**config.mk**
```make
export PLATFORM = sky130hd
export DESIGN_NAME = serial_receiver
export DESIGN_NICKNAME = d
export VERILOG_FILES = /design/src/rtl/serial_pkg.sv /design/src/rtl/bit_sync.sv /design/src/rtl/serial_receiver.sv
export SDC_FILE = /design/constraint.sdc
export NUM_CORES = 1
export LEC_CHECK = 0
export BUFFER_PORTS_ARGS = -buffer_cell sky130_fd_sc_hd__buf_2
export CAP_MARGIN = 30
export CORE_MARGIN = 10
export CORE_UTILIZATION = 48
export CTS_CLUSTER_DIAMETER = 100
export CTS_CLUSTER_SIZE = 14
export DETAILED_ROUTE_END_ITERATION = 10
export MAX_ROUTING_LAYER = met4
export PLACE_DENSITY_LB_ADDON = 0.15
export SLEW_MARGIN = 20
export SYNTH_ARGS = -nofsm -noshare
export SYNTH_HDL_FRONTEND = slang
export SYNTH_SLANG_ARGS = --single-unit
```
**constraint.sdc**
```tcl
create_clock -name clock -period 2.5 [get_ports clock]
set_clock_uncertainty 0.05 [all_clocks]
set_input_delay 0.625 -clock clock [delete_from_list [all_inputs] [get_ports clock]]
set_output_delay 0.625 -clock clock [all_outputs]
set_load 0.02 [all_outputs]
```
**src/rtl/serial_pkg.sv**
```systemverilog
// Shared definitions for the serial link: receiver state encoding and line levels.
// The transmitter imports the same package so both ends agree on framing.
package serial_pkg;

  typedef enum logic [2:0] {
    IDLE,
    START,
    BITS,
    STOP,
    HANDOFF,
    CLOSE
  } rx_state_e;

  localparam logic MARKING   = 1'b1;
  localparam logic START_BIT = 1'b0;
  localparam logic STOP_BIT  = 1'b1;

endpackage

```
**src/rtl/bit_sync.sv**
```systemverilog
// Two-flop synchronizer for a single asynchronous input; RESET_VAL sets the
// level both stages take on reset so the output starts at a known idle value.
module bit_sync #(
  parameter logic RESET_VAL = 1'b1
) (
  input  logic clock,
  input  logic reset,
  input  logic d,
  output logic q
);

  logic [1:0] sync_q;
  logic [1:0] sync_d;

  always_comb begin
    sync_d = {sync_q[0], d};
  end

  always_ff @(posedge clock) begin
    if (reset) begin
      sync_q <= {2{RESET_VAL}};
    end else begin
      sync_q <= sync_d;
    end
  end

  assign q = sync_q[1];

endmodule

```
**src/rtl/serial_receiver.sv**
```systemverilog
// Oversampling start/data/stop receiver: samples mid-bit, assembles N bits LSB
// first and hands the word to the consumer over the dav_/rfd four-phase handshake.
module serial_receiver
  import serial_pkg::*;
#(
  parameter int N = 8,
  parameter int K = 16
) (
  input  logic         clock,
  input  logic         reset,
  input  logic         rxd,
  input  logic         rfd,
  output logic [N-1:0] data_out,
  output logic         dav_,
  output logic         ferr,
  output logic         ovr
);

  localparam int WAIT_W  = $clog2(K);
  localparam int COUNT_W = $clog2(N + 1);

  localparam logic [WAIT_W-1:0]  WAIT_HALF  = WAIT_W'(K / 2 - 1);
  localparam logic [WAIT_W-1:0]  WAIT_FULL  = WAIT_W'(K - 1);
  localparam logic [COUNT_W-1:0] COUNT_FULL = COUNT_W'(N);

  logic              rxs;
  logic              fall;
  rx_state_e         state_q, state_d;
  logic              rxd_prev_q, rxd_prev_d;
  logic [WAIT_W-1:0] wait_cnt_q, wait_cnt_d;
  logic [COUNT_W-1:0] count_q, count_d;
  logic [N-1:0]      buffer_q, buffer_d;
  logic [N-1:0]      data_q, data_d;
  logic              dav_n_q, dav_n_d;
  logic              ferr_q, ferr_d;
  logic              ovr_q, ovr_d;

  // New bit enters at the MSB so the first (LSB) bit ends up in bit 0 after N shifts.
  function automatic logic [N-1:0] shift_in(input logic [N-1:0] cur, input logic b);
    logic [N-1:0] r;
    r        = cur >> 1;
    r[N-1]   = b;
    return r;
  endfunction

  bit_sync #(
    .RESET_VAL(MARKING)
  ) u_rxd_sync (
    .clock(clock),
    .reset(reset),
    .d    (rxd),
    .q    (rxs)
  );

  assign fall = (rxd_prev_q == MARKING) && (rxs != MARKING);

  always_comb begin
    state_d    = state_q;
    rxd_prev_d = rxs;
    wait_cnt_d = wait_cnt_q;
    count_d    = count_q;
    buffer_d   = buffer_q;
    data_d     = data_q;
    dav_n_d    = dav_n_q;
    ferr_d     = ferr_q;
    ovr_d      = ovr_q;

    unique case (state_q)
      IDLE: begin
        if (fall) begin
          wait_cnt_d = WAIT_HALF;
          state_d    = START;
        end
      end

      START: begin
        if (wait_cnt_q == '0) begin
          if (rxs == START_BIT) begin
            wait_cnt_d = WAIT_FULL;
            count_d    = COUNT_FULL;
            state_d    = BITS;
          end else begin
            state_d = IDLE;
          end
        end else begin
          wait_cnt_d = wait_cnt_q - WAIT_W'(1);
        end
      end

      BITS: begin
        if (wait_cnt_q == '0) begin
          buffer_d   = shift_in(buffer_q, rxs);
          count_d    = count_q - COUNT_W'(1);
          wait_cnt_d = WAIT_FULL;
          if (count_q == COUNT_W'(1)) begin
            state_d = STOP;
          end
        end else begin
          wait_cnt_d = wait_cnt_q - WAIT_W'(1);
        end
      end

      STOP: begin
        if (wait_cnt_q == '0) begin
          data_d  = buffer_q;
          ferr_d  = (rxs != STOP_BIT);
          dav_n_d = 1'b0;
          state_d = HANDOFF;
        end else begin
          wait_cnt_d = wait_cnt_q - WAIT_W'(1);
        end
      end

      // The line is not watched for starts until the handshake closes; any start seen here is lost.
      HANDOFF: begin
        if (fall) begin
          ovr_d = 1'b1;
        end
        if (!rfd) begin
          dav_n_d = 1'b1;
          state_d = CLOSE;
        end
      end

      CLOSE: begin
        if (fall) begin
          ovr_d = 1'b1;
        end
        if (rfd) begin
          state_d = IDLE;
        end
      end

      default: begin
        state_d = IDLE;
      end
    endcase
  end

  always_ff @(posedge clock) begin
    if (reset) begin
      state_q    <= IDLE;
      rxd_prev_q <= MARKING;
      wait_cnt_q <= '0;
      count_q    <= '0;
      data_q     <= '0;
      dav_n_q    <= 1'b1;
      ferr_q     <= 1'b0;
      ovr_q      <= 1'b0;
    end else begin
      state_q    <= state_d;
      rxd_prev_q <= rxd_prev_d;
      wait_cnt_q <= wait_cnt_d;
      count_q    <= count_d;
      data_q     <= data_d;
      dav_n_q    <= dav_n_d;
      ferr_q     <= ferr_d;
      ovr_q      <= ovr_d;
    end
  end

  // Shift register contents are only ever exposed through data_q, so it needs no reset.
  always_ff @(posedge clock) begin
    buffer_q <= buffer_d;
  end

  assign data_out = data_q;
  assign dav_     = dav_n_q;
  assign ferr     = ferr_q;
  assign ovr      = ovr_q;

endmodule

```
==> impl_metrics.tcl <==
set metrics [dict create \
    max_slew_margin_pct 64.3 \
    grt_max_degree 26 \
    final_cell_area_mm2 0.00158 \
    drtPass1Iterations 4 \
    ioPinCount 15 \
    arrival_ns 2.23 \
    p_per_area_mw_per_mm2 646 \
    worstHoldStart "u_rxd_sync.sync_q[0]" \
    fillers 250 \
    finalWirelength_um 2840 \
    finalMaxSlewViolations 0 \
    synth_cells 140 \
    hold_viol_final 0 \
    ant_nets 0 \
    tns_ns 0 \
    syn_area_per_cell_um2 10.2 \
    detail_route.wl_per_cell_um 15.2 \
    yosysTopAreaCell "dfxtp_1" \
    placed_area_mm2 0.00151 \
    antenna_found_initial 0 \
    synth.distinct_cells 38 \
    drive_above_1_share_pct 21.2 \
    clkTransAtPathRegs_ns 0.10 \
    drt-initial-drc-count 81 \
    grt.overflow.total 0 \
    startpoint_type "flip-flop" \
    cts_made_buffers 5 \
    synth-seq-cells 33 \
    outcome "finished clean" \
    worstSetupPathType "reg2reg" \
    clockBufferDepth 2 \
    ff2ff_path_depth 6 \
    critPathRequiredTime_ns 2.68 \
    seqCellArea_um2 741 \
    synth.net_count 147 \
    netlist.area_leader.share_pct 35.2 \
    grt_usage_pct 11.9 \
    rsz0062_at_grt "false" \
    drv_cap 0 \
    r2r_setup_slack_ns 0.45 \
    clock_latency_ns 0.34 \
    final_nets 162 \
    core_mm2 0.00281 \
    diodes 0 \
    hold_end "u_rxd_sync.sync_q[1]" \
    synth_area_mm2 0.00142 \
    root_buffer "clkbuf_4" \
    hold_depth 1 \
    cts_tree "built" \
    p_leak_uw 0.000644 \
    grt_pass1_wl_um 4950 \
    min_period_over_period_pct 81.9 \
    fin_crit_ns 2.05 \
    ctsHoldBuffers 0 \
    worstSetupEndpointType "flip-flop" \
    synth_area_leaders "dfxtp_1 (35%), edfxtp_1 (17%), mux2i_1 (6.3%), nor2_1 (5.8%), a21oi_1 (2.8%)" \
    via_count 1070 \
    cp_max_fo 11 \
    yosysWarnings 0 \
    area_delta_synth_final_pct 11.2 \
    cts_max_level 2 \
    ir_drop_uv 428 \
    via_per_inst 5.72 \
    gp_congestion 0.837 \
    worst_pin_slew_ns 0.534 \
    start_util_pct 50.7 \
    grt_pass1_vias 1057 \
    setup_violations 0 \
    clock.fmax_mhz 489 \
    dp_hpwl_um 1970 \
    place.port_buffers 14 \
    r2r_start "wait_cnt_q[0]" \
    hold_class "reg2reg" \
    drc_errors 0 \
    synth_seq_area_share_pct 52.1 \
    fp.dieH_um 74.4 \
    multi_input_area_um2 622 \
    post-cts-setup-buffers 0 \
    rows 19 \
    die_area_mm2 0.00554 \
    crit-reg2reg-capture "count_q[3]" \
    clkSinkCount 33 \
    dieWidth_um 74.4 \
    ctsResizeCount 0 \
]
==> where the power goes <==
group	total (uW)	leakage (uW)	internal, uW	switching, uW
Sequential	564	0.000274	553	11.4
Clock	386	0.0000422	210	176
Combinational	71.0	0.000327	32.6	38.4
Total	1020	0.000644	795	226
==> placed cells by master, fill, tap and decap left out, drive strengths merged, types with 2 or more instances in the layout <==
cell	synthesis	routed
mux2i	9	9
buf	4	16
a32oi	2	2
clkbuf	4	6
or3b	3	3
a311oi	2	2
ha	3	3
nand2	3	3
a211oi	2	2
o21ai	2	2
o31ai	2	2
dfxtp	25	25
a21oi	8	8
nand3b	2	2
a31oi	3	3
a21o	2	2
inv	5	5
nor3b	4	4
edfxtp	8	8
nor2b	2	2
nor3	6	6
nand2b	3	3
nor2	23	23
or2	4	4
==> registers in the layout, summed over array words and instances (netlist names) <==
signal and flops:
buffer_q 8, data_out 8, count_q 4, wait_cnt_q 4, state_q 3, u_rxd_sync.sync_q 2, dav_ 1, ferr 1
ovr 1, rxd_prev_q 1
==> Yosys cell counts, drive strengths merged <==
cell / instances
nor3: 6
or3b: 3
or2: 4
nand3b: 2
o32ai: 1
a221oi: 1
and4bb: 1
ha: 3
or3: 1
o21a: 1
o21ba: 1
mux2i: 9
a211o: 1
nor2b: 2
o311ai: 1
a21oi: 8
o21ai: 2
o31ai: 2
clkbuf: 4
a21o: 2
a32oi: 2
a31oi: 3
nor2: 23
a311oi: 2
nand2b: 3
buf: 4
edfxtp: 8
nor3b: 4
dfxtp: 25
nand2: 3
inv: 5
or4: 1
a211oi: 2
==> cell type report <==
cell class / count / area share [%]
repair buffers: 16 / 5.38
inverters: 5 / 1.19
clock inverters: 2 / 2.22
multi-input cells: 94 / 39.3
clock buffers: 6 / 2.61
flip-flops and latches: 33 / 46.8
well taps: 31 / 2.45
==> how the worst max path moves through the flow <==
stage / start / endpoint / slack (ns) / depth (start not counted)
floorplan: wait_cnt_q[0] / count_q[3] / 0.73 / 6
global placement: wait_cnt_q[0] / count_q[3] / 0.57 / 6
detailed placement: wait_cnt_q[0] / count_q[3] / 0.49 / 6
CTS: wait_cnt_q[0] / count_q[3] / 0.43 / 6
global route: wait_cnt_q[0] / count_q[3] / 0.32 / 6
finish: wait_cnt_q[0] / count_q[3] / 0.45 / 6
==> worst max-delay path, cell delays in order (launching register included) <==
cell and delay [ns]:
dfxtp_1 0.35, inv_1 0.07, ha_1 0.22, or3b_2 0.52, nor2_2 0.44, a31oi_1 0.16, o21a_1 0.13
==> cells by family after synthesis <==
group                    synth area share, %
buffers and inverters                   4.22
multiplexers                            6.33
AO/OA/AOI/OAI                           14.6
adder cells (fa/ha/maj)                 2.64
AND/OR/NAND/NOR                         20.1
flip-flops                              52.1
==> metrics by stage <==
| step | worst slack (ns) | util (%) | hold slack [ns] | cells | total power [uW] |
|---|---|---|---|---|---|
| floorplan | 0.726 | - | 0.339 | 140 | 626 |
| global placement | 0.572 | 53.7 | 0.347 | 179 | 644 |
| detailed placement | 0.485 | 53.7 | 0.342 | 179 | 646 |
| CTS | 0.429 | 56.4 | 0.366 | 187 | 1030 |
| global route | 0.318 | 56.4 | 0.390 | 187 | 1070 |
| finish | 0.453 | 56.4 | 0.365 | 187 | 1020 |
==> metal layers <==
layer	vias up	global-route usage (%)	wire length [um]
li1	533	-	-
met1	506	14.5	1320
met2	27	17.2	1330
met3	4	4.26	143
met4	0	5.04	38
met5	-	-	0
Power figures use the tool's default switching activity.
